`config.mk`:
```
export PLATFORM = sky130hd
export DESIGN_NAME = uart_param_serializer
export DESIGN_NICKNAME = d
export VERILOG_FILES = /design/src/rtl/uart_pkg.sv /design/src/rtl/uart_parity_gen.sv /design/src/rtl/uart_param_serializer.sv
export SDC_FILE = /design/constraint.sdc
export NUM_CORES = 1
export LEC_CHECK = 0
export BUFFER_PORTS_ARGS = -buffer_cell sky130_fd_sc_hd__buf_2
export CORE_MARGIN = 5
export CORE_UTILIZATION = 40
export CTS_CLUSTER_SIZE = 30
export DETAILED_ROUTE_END_ITERATION = 8
export SLEW_MARGIN = 20
export SYNTH_ARGS = -nofsm -noshare
export SYNTH_HDL_FRONTEND = slang
export SYNTH_SLANG_ARGS = --single-unit
```
`constraint.sdc`:
```
create_clock -name clk -period 1.6 [get_ports clk]
set_clock_uncertainty 0.15 [all_clocks]
set_input_delay 0.24 -clock clk [delete_from_list [all_inputs] [get_ports clk]]
set_output_delay 0.24 -clock clk [all_outputs]
set_load 0.01 [all_outputs]
```
`src/rtl/uart_pkg.sv`:
```
`default_nettype none
// ============================================================================
// Module   : uart_pkg
// Purpose  : Shared UART definitions for the TX serializer and RX checker:
//            FSM state encoding, parity-type and bit-order constants.
// Ports    : none (package)
// Revision : 1.0 - initial release
// ============================================================================
package uart_pkg;

  // Serializer FSM encoding
  typedef enum logic {
    IDLE  = 1'b0,
    SHIFT = 1'b1
  } state_t;

  // Parity type selector values (par_odd input)
  localparam logic PAR_EVEN = 1'b0;
  localparam logic PAR_ODD  = 1'b1;

  // Bit order selector values (msb_first input)
  localparam logic LSB_FIRST = 1'b0;
  localparam logic MSB_FIRST = 1'b1;

endpackage : uart_pkg
`default_nettype wire

```
`src/rtl/uart_parity_gen.sv`:
```
`default_nettype none
// ============================================================================
// Module   : uart_parity_gen
// Purpose  : Combinational parity of a DATA_W-bit word. Result is the XOR of
//            all data bits, inverted when odd parity is selected, so the
//            word plus parity bit carries the requested number of ones.
// Ports    : data    in  DATA_W  word to protect
//            par_odd in  1       0 = even parity, 1 = odd parity
//            par_bit out 1       parity bit
// Revision : 1.0 - initial release
// ============================================================================
module uart_parity_gen #(
  parameter int DATA_W = 8
) (
  input  logic [DATA_W-1:0] data,
  input  logic              par_odd,
  output logic              par_bit
);

  assign par_bit = (^data) ^ par_odd;

endmodule : uart_parity_gen
`default_nettype wire

```
`src/rtl/uart_param_serializer.sv`:
```
`default_nettype none
// ============================================================================
// Module   : uart_param_serializer
// Purpose  : Parametrised parallel-to-serial shifter for the UART TX path.
//            Captures a word on a valid/ready handshake, shifts it out one
//            bit per baud tick (LSB- or MSB-first), supports synchronous
//            abort and provides the frame parity of the captured word.
// Ports    : clk       in  1       clock
//            rst       in  1       asynchronous active-low reset
//            p_data    in  DATA_W  parallel word, sampled in the load cycle
//            p_valid   in  1       load request
//            p_ready   out 1       load can be accepted (state is IDLE)
//            msb_first in  1       bit order, sampled at load
//            par_odd   in  1       parity type, sampled at load
//            bit_tick  in  1       baud strobe, advances one bit
//            abort     in  1       synchronous cancel of the current word
//            ser_data  out 1       serial bit (registered)
//            ser_done  out 1       one-cycle pulse with the last bit
//            par_bit   out 1       parity of the captured word (registered)
// Revision : 1.0 - initial release
// ============================================================================
module uart_param_serializer
  import uart_pkg::*;
#(
  parameter int   DATA_W   = 8,
  parameter logic IDLE_LVL = 1'b0
) (
  input  logic              clk,
  input  logic              rst,
  input  logic [DATA_W-1:0] p_data,
  input  logic              p_valid,
  output logic              p_ready,
  input  logic              msb_first,
  input  logic              par_odd,
  input  logic              bit_tick,
  input  logic              abort,
  output logic              ser_data,
  output logic              ser_done,
  output logic              par_bit
);

  localparam int                 c_CNT_W = $clog2(DATA_W);
  localparam logic [c_CNT_W-1:0] c_LAST  = c_CNT_W'(DATA_W - 1);

  state_t              r_state;
  logic [DATA_W-1:0]   r_shift;
  logic [c_CNT_W-1:0]  r_cnt;
  logic                r_msb_first;

  logic                w_par;
  logic                w_edge_bit;

  // Parity is taken from the live input word; it is only registered in the
  // load cycle, so later changes on p_data/par_odd cannot disturb par_bit.
  uart_parity_gen #(
    .DATA_W (DATA_W)
  ) u_parity (
    .data    (p_data),
    .par_odd (par_odd),
    .par_bit (w_par)
  );

  // The bit leaving next sits at the edge the register shifts toward.
  assign w_edge_bit = r_msb_first ? r_shift[DATA_W-1] : r_shift[0];

  assign p_ready = (r_state == IDLE);

  always_ff @(posedge clk or negedge rst) begin
    if (!rst) begin
      r_state     <= IDLE;
      r_shift     <= '0;
      r_cnt       <= '0;
      r_msb_first <= 1'b0;
      ser_data    <= IDLE_LVL;
      ser_done    <= 1'b0;
      par_bit     <= 1'b0;
    end else begin
      ser_done <= 1'b0;
      if (abort) begin
        // Abort wins over load and tick; par_bit keeps the last frame value.
        r_state  <= IDLE;
        r_cnt    <= '0;
        ser_data <= IDLE_LVL;
      end else begin
        case (r_state)
          IDLE: begin
            if (p_valid) begin
              // A coincident bit_tick is deliberately dropped here.
              r_shift     <= p_data;
              r_msb_first <= msb_first;
              par_bit     <= w_par;
              r_cnt       <= '0;
              r_state     <= SHIFT;
            end else if (bit_tick) begin
              // Only return to idle level on a tick so the last bit of the
              // previous word is held for a full bit period.
              ser_data <= IDLE_LVL;
            end
          end
          SHIFT: begin
            if (bit_tick) begin
              ser_data <= w_edge_bit;
              r_shift  <= r_msb_first ? (r_shift << 1) : (r_shift >> 1);
              if (r_cnt == c_LAST) begin
                ser_done <= 1'b1;
                r_cnt    <= '0;
                r_state  <= IDLE;
              end else begin
                r_cnt <= r_cnt + 1'b1;
              end
            end
          end
        endcase
      end
    end
  end

endmodule : uart_param_serializer
`default_nettype wire
```
-- Yosys cells after proc, flatten, opt, wreduce, memory -nomap -nowiden
Index checks and enable logic that the tools add are counted.
Widths: inputs -> output; s select.
- logic and storage cells: 47
- bits in latches: 0
- memory bits (writable): 0
- memories kept: 0
- ROM bits: 0
- flip-flop bits (word level): 16
- input port bits: 15
- reductions and logical operators: 5
- muxes and demuxes: 24
- eq/ne operators: 7
- div/mod/pow operators: 0
- add/sub/neg operators: 1
- multipliers: 0
- bitwise operators: 3
- order comparisons: 0
- shift operators: 0
- operator list (kind ; number):
    $mux 8 ; 3
    $pmux 8 s2 ; 1
    $mux 1 ; 13
    $mux 3 ; 4
    $reduce_and 3->1 ; 3
    $reduce_xor 8->1 ; 1
    $ne 3x2->1 const B ; 2
    $pmux 3 s2 ; 1
    $ne 2x2->1 const B ; 2
    $pmux 1 s2 ; 2
    $add 3x1->3 const B ; 1
    $eq 3x3->1 const B ; 1
    $ne 3x1->1 const B ; 1
    $ne 3x3->1 const B ; 1
    $not 1->1 ; 2
    $reduce_and 2->1 ; 1
    $xor 1x1->1 ; 1

-- Depth between registers and ports, before layout
- depth in word-level cells: 5
- depth in mapped cells: 6

-- Hierarchy
From an unflattened synthesis, not the netlist that was laid out.
- cells, all modules: 92
- area, all modules: 997.2 um2
- by module, submodules not included (module ; instances ; area each (um2) ; cells an instance):
    uart_param_serializer ; 1 ; 914.6 ; 85
    uart_parity_gen ; 1 ; 82.6 ; 7

-- Least setup slack after synthesis
No wires, ideal clock.
- path type: reg-to-reg
- start point: register r_state
- end point: register r_shift[2]
- buffers on the path: 0
- period minus slack after synthesis: 1.441 ns
- library setup time: 0.125 ns
- path slack: 0.159 ns
- arrival: 1.166 ns
- cell stages (with the launch flop): 4
- cells stage by stage: dfrtp_1 nand2b_1 a21oi_4 mux2_2
- cells in the longest elaborated chain, start to end: 3
- ends and longest elaborated chain (item ; line ; RTL):
    start: declaration ; uart_param_serializer.sv:45 ; state_t r_state;
    start signal: assignment ; uart_param_serializer.sv:70 ; r_state <= IDLE;
    start signal: assignment ; uart_param_serializer.sv:81 ; r_state <= IDLE;
    start signal: assignment ; uart_param_serializer.sv:93 ; r_state <= SHIFT;
    $not 1->1 (no line) ; - ;
    $ne 2x2->1 (no line) ; - ;
    $reduce_and 3->1 (no line) ; - ;
    end signal: assignment ; uart_param_serializer.sv:89 ; r_shift <= p_data;
    end signal: assignment ; uart_param_serializer.sv:103 ; r_shift <= r_msb_first ? (r_shift << 1) : (r_shift >> 1);
    end: declaration ; uart_param_serializer.sv:46 ; logic [DATA_W-1:0] r_shift;
Several ways; a longest one is shown, not always the timed one.
A chain may end at the register's enable or synchronous reset.

-- Worst setup path in the final report
Same ends and word-level chain as after synthesis.

==> out/qor.log <==
qor: global_routing.grt_pass1_vias 708
qor: clock_network.worst_setup_hold_path_clk_slew 100 ps
qor: clock_network.number_of_cts_inserted_buffers 3
qor: sta.fmax 634 MHz
qor: flow_run.max-cap-violations 0
qor: sta.final_hold_viol_count 0
qor: critical_path.worstPathCellList nand2b_2 > a21oi_4 > mux2_2
qor: min_path.hold_start msb_first
qor: place.detailedPlacementHpwl 1.40 mm
qor: floorplanning.die_area 3410 µm²
qor: power_and_ir_drop.clock_power_share 0.241
qor: clock_network.ctsLongestPathBuffers 2
qor: critical_path.reg2reg_depth 3
qor: global_routing.grt_overflow 0
qor: power_and_ir_drop.switching_share 0.301
qor: power_and_ir_drop.total_leakage_power 0.539 nW
qor: floorplanning.placementRows 17
qor: critical_path.slowest_stage dfrtp_1
qor: layout.final.fill_count 222
qor: critical_path.worst_setup_path_start_kind flop
qor: critical_path.worst_reg_to_reg_setup_slack 20 ps
qor: global_routing.grt_first_pass_wirelength 3.26 mm
qor: yosys.yosys_register_bits 16
qor: route.viasPerCell 5.08
qor: layout.multi_input_comb_area 529 µm²
qor: critical_path.path_buf_inv 0
qor: layout.sequential_cell_area 400 µm²
qor: sta.worst_slack 23.1 ps
qor: layout.areaGrowthSynthToFinish 23.3%
qor: route.dr.pass1.iters 4
qor: yosys.syn_nets 107
qor: critical_path.reg2reg_to r_shift[2]
qor: critical_path.crit_path_max_fanout 8
qor: critical_path.worst-setup-path-type flop to flop
qor: critical_path.crit_required 1630 ps
qor: global_routing.maximum_number_of_pins_on_one_net_before_global_route_repair 17
qor: sta.layout_worst_path_cycle_share 0.986
qor: clock_network.cts_tree yes
qor: min_path.hold_path.class input pin to flop
qor: sta.final_period_minus_worst_setup_slack 1580 ps
qor: yosys.netlist_instances 90
qor: sta.worst_slew_pin_slew 463 ps
qor: clock_network.clkSinkCount 16
qor: floorplanning.io_pins 19
qor: yosys.syn_avg_cell_area 10.4 µm²
qor: route.post_drt_wl_per_cell 13.6 µm
qor: yosys.synth-warning-count 0
qor: route.initialDrtViolationCount 15
qor: place.finalWeightedCongestion 0.740
qor: floorplanning.dieWidth 58.4 µm
qor: critical_path.cp-end-kind flop
qor: place.numPlacedInstances 135
qor: layout.number_of_nets_in_the_finished_design 132
qor: floorplanning.initial_core_util 0.419
qor: global_routing.grt_usage 0.127
qor: power_and_ir_drop.power_switching 346 µW
qor: layout.antenna-diode-count 0
qor: critical_path.critical_path.top_delay_family flip-flops
qor: critical_path.worst_setup_path_startpoint r_state
qor: place.io_buffer_count 18
qor: clock_network.cts_max_level 1
qor: layout.final_core_util 0.517
qor: critical_path.critical_path.reg2reg.startpoint r_state
qor: min_path.hold_depth 2
qor: power_and_ir_drop.seq_power_share 0.485
qor: yosys.synthDistinctLibCells 23
qor: yosys.synthesis.area 936 µm²
qor: power_and_ir_drop.ir_worst_vdd 0.000509 V
qor: route.totalWireLength 1.94 mm
qor: clock_network.clockRootBuffer clkbuf_4
qor: yosys.synth.yosys.seq_area_share 0.428
qor: power_and_ir_drop.p_total 1.15 mW
qor: sta.hold_ws 13.8 ps
qor: power_and_ir_drop.comb_power_share 0.274
qor: yosys.synth.top_cell.area_share 0.428
qor: yosys.synth.top_cells.by_area dfrtp_1, mux2i_1, nor2_1, mux2_1, a21oi_1
qor: outcome.status finished, final reports clean
qor: sta.setup_repair_after_global_routing_missed_its_margin yes
qor: layout.drive_gt1_frac 0.333
qor: power_and_ir_drop.p_int 804 µW
qor: sta.setup_viol 0
qor: clock_network.clock_insertion_delay_worst_skew 290 ps
qor: critical_path.cp_slowest_stage_delay 420 ps
qor: floorplanning.core_area 2230 µm²
qor: yosys.yosysTopAreaCell dfrtp_1
qor: route.detailroute.via_count 721
qor: sta.slew_headroom 0.691
qor: power_and_ir_drop.power-per-cell-area 997 nW/µm²
qor: layout.finalNonFillerCells 142
qor: place.dp_worst_setup_slack 12.8 ps
qor: global_routing.antenna_violations_before_repair 0
qor: route.detail-route-antenna-nets 0
qor: floorplanning.die-height 58.4 µm
qor: sta.slew_viol_final 0
qor: critical_path.worst_ep_arrival_time 1610 ps
qor: min_path.min_to r_msb_first
qor: route.drcViolationCount 0
## cells by family after synthesis
kind of cell | synth area share
mux | 0.209
simple gates | 0.122
buf+inv | 0.0294
fa+ha+maj | 0.0267
flops | 0.428
xor+xnor | 0.0882
compound gates | 0.0976
## metrics by stage
step / area [µm²] / TNS, ps
floorplan: 936 / 0
global placement: 1070 / 0
detailed placement: 1070 / 0
CTS: 1110 / 0
global route: 1150 / -188
finish: 1150 / 0
## how the worst max path moves through the flow
stage                             to  cells past startpoint
after global routing      r_shift[5]                      3
after global placement       par_bit                      5
final                     r_shift[2]                      3
after detailed placement     par_bit                      5
after CTS                    p_ready                      3
after floorplan           r_shift[2]                      3
## cell type report
cell class	instances	share of cell area
Inverter	1	0.00651
Tap cell	28	0.0304
Clock buffer	4	0.0315
Timing Repair Buffer	25	0.126
Sequential cell	16	0.347
Multi-Input combinational cell	68	0.459
## worst reg2reg max path, delay by kind of cell (launching register included)
kind	cells	cell delay (ps)
and+or+nand+nor	1	220
DFF	1	420
AOI/OAI and AO/OA	1	300
muxes	1	380
## layer usage
layer | global-route usage | vias up | wire [µm]
met5 | 0 | - | 0
met4 | 0.0497 | 0 | 14
met3 | 0.0417 | 2 | 101
met2 | 0.198 | 18 | 919
met1 | 0.164 | 340 | 900
li1 | - | 361 | -
## what timing repair did
action	4_1_cts	5_1_grt
buffers inserted	0	2
hold buffers	1	0
hold endpoints to repair	16	0
gates resized for setup	0	6
endpoints found under the setup margin	0	9
## power groups by stage
stage	Sequential, mW	Combinational (mW)	Clock (mW)
after floorplan	0.536	0.237	0
after global placement	0.563	0.301	0
after detailed placement	0.566	0.306	0
after CTS	0.558	0.310	0.283
after global routing	0.571	0.353	0.306
final	0.558	0.315	0.277
## sequential cells by signal (all words and copies together), names as in the netlist
name,flops
r_state,1
r_shift,8
ser_done,1
ser_data,1
par_bit,1
r_cnt,3
r_msb_first,1
## cell usage after synthesis
| cell type | count |
|---|---|
| nand2_1 | 3 |
| xor2_1 | 1 |
| buf_2 | 4 |
| ha_1 | 2 |
| nand2b_1 | 1 |
| nand3b_1 | 1 |
| xnor3_1 | 1 |
| inv_1 | 1 |
| dfrtp_1 | 16 |
| clkbuf_1 | 1 |
| xnor2_1 | 4 |
| a311oi_1 | 1 |
| and3_1 | 1 |
| mux2_4 | 1 |
| a21oi_1 | 12 |
| mux2i_1 | 9 |
| mux2_1 | 6 |
| nor2_1 | 18 |
| nor3b_1 | 2 |
| a31oi_1 | 1 |
| xnor2_2 | 1 |
| mux2_2 | 2 |
| a21oi_4 | 1 |
## cell usage in the layout, fill, tap and decap left out, types with 2 or more instances in the layout
cell      netlist  layout
xnor2_1         4       4
nor3b_1         2       2
dfrtp_1        16      16
mux2i_1         9       9
nor2_1         18      18
mux2_2          2       2
buf_2           4      18
nand2_1         3       3
a21oi_1        12      11
buf_4           0       6
clkbuf_4        0       3
mux2_1          6       6
Note: power is estimated with default switching activity, not from simulation.
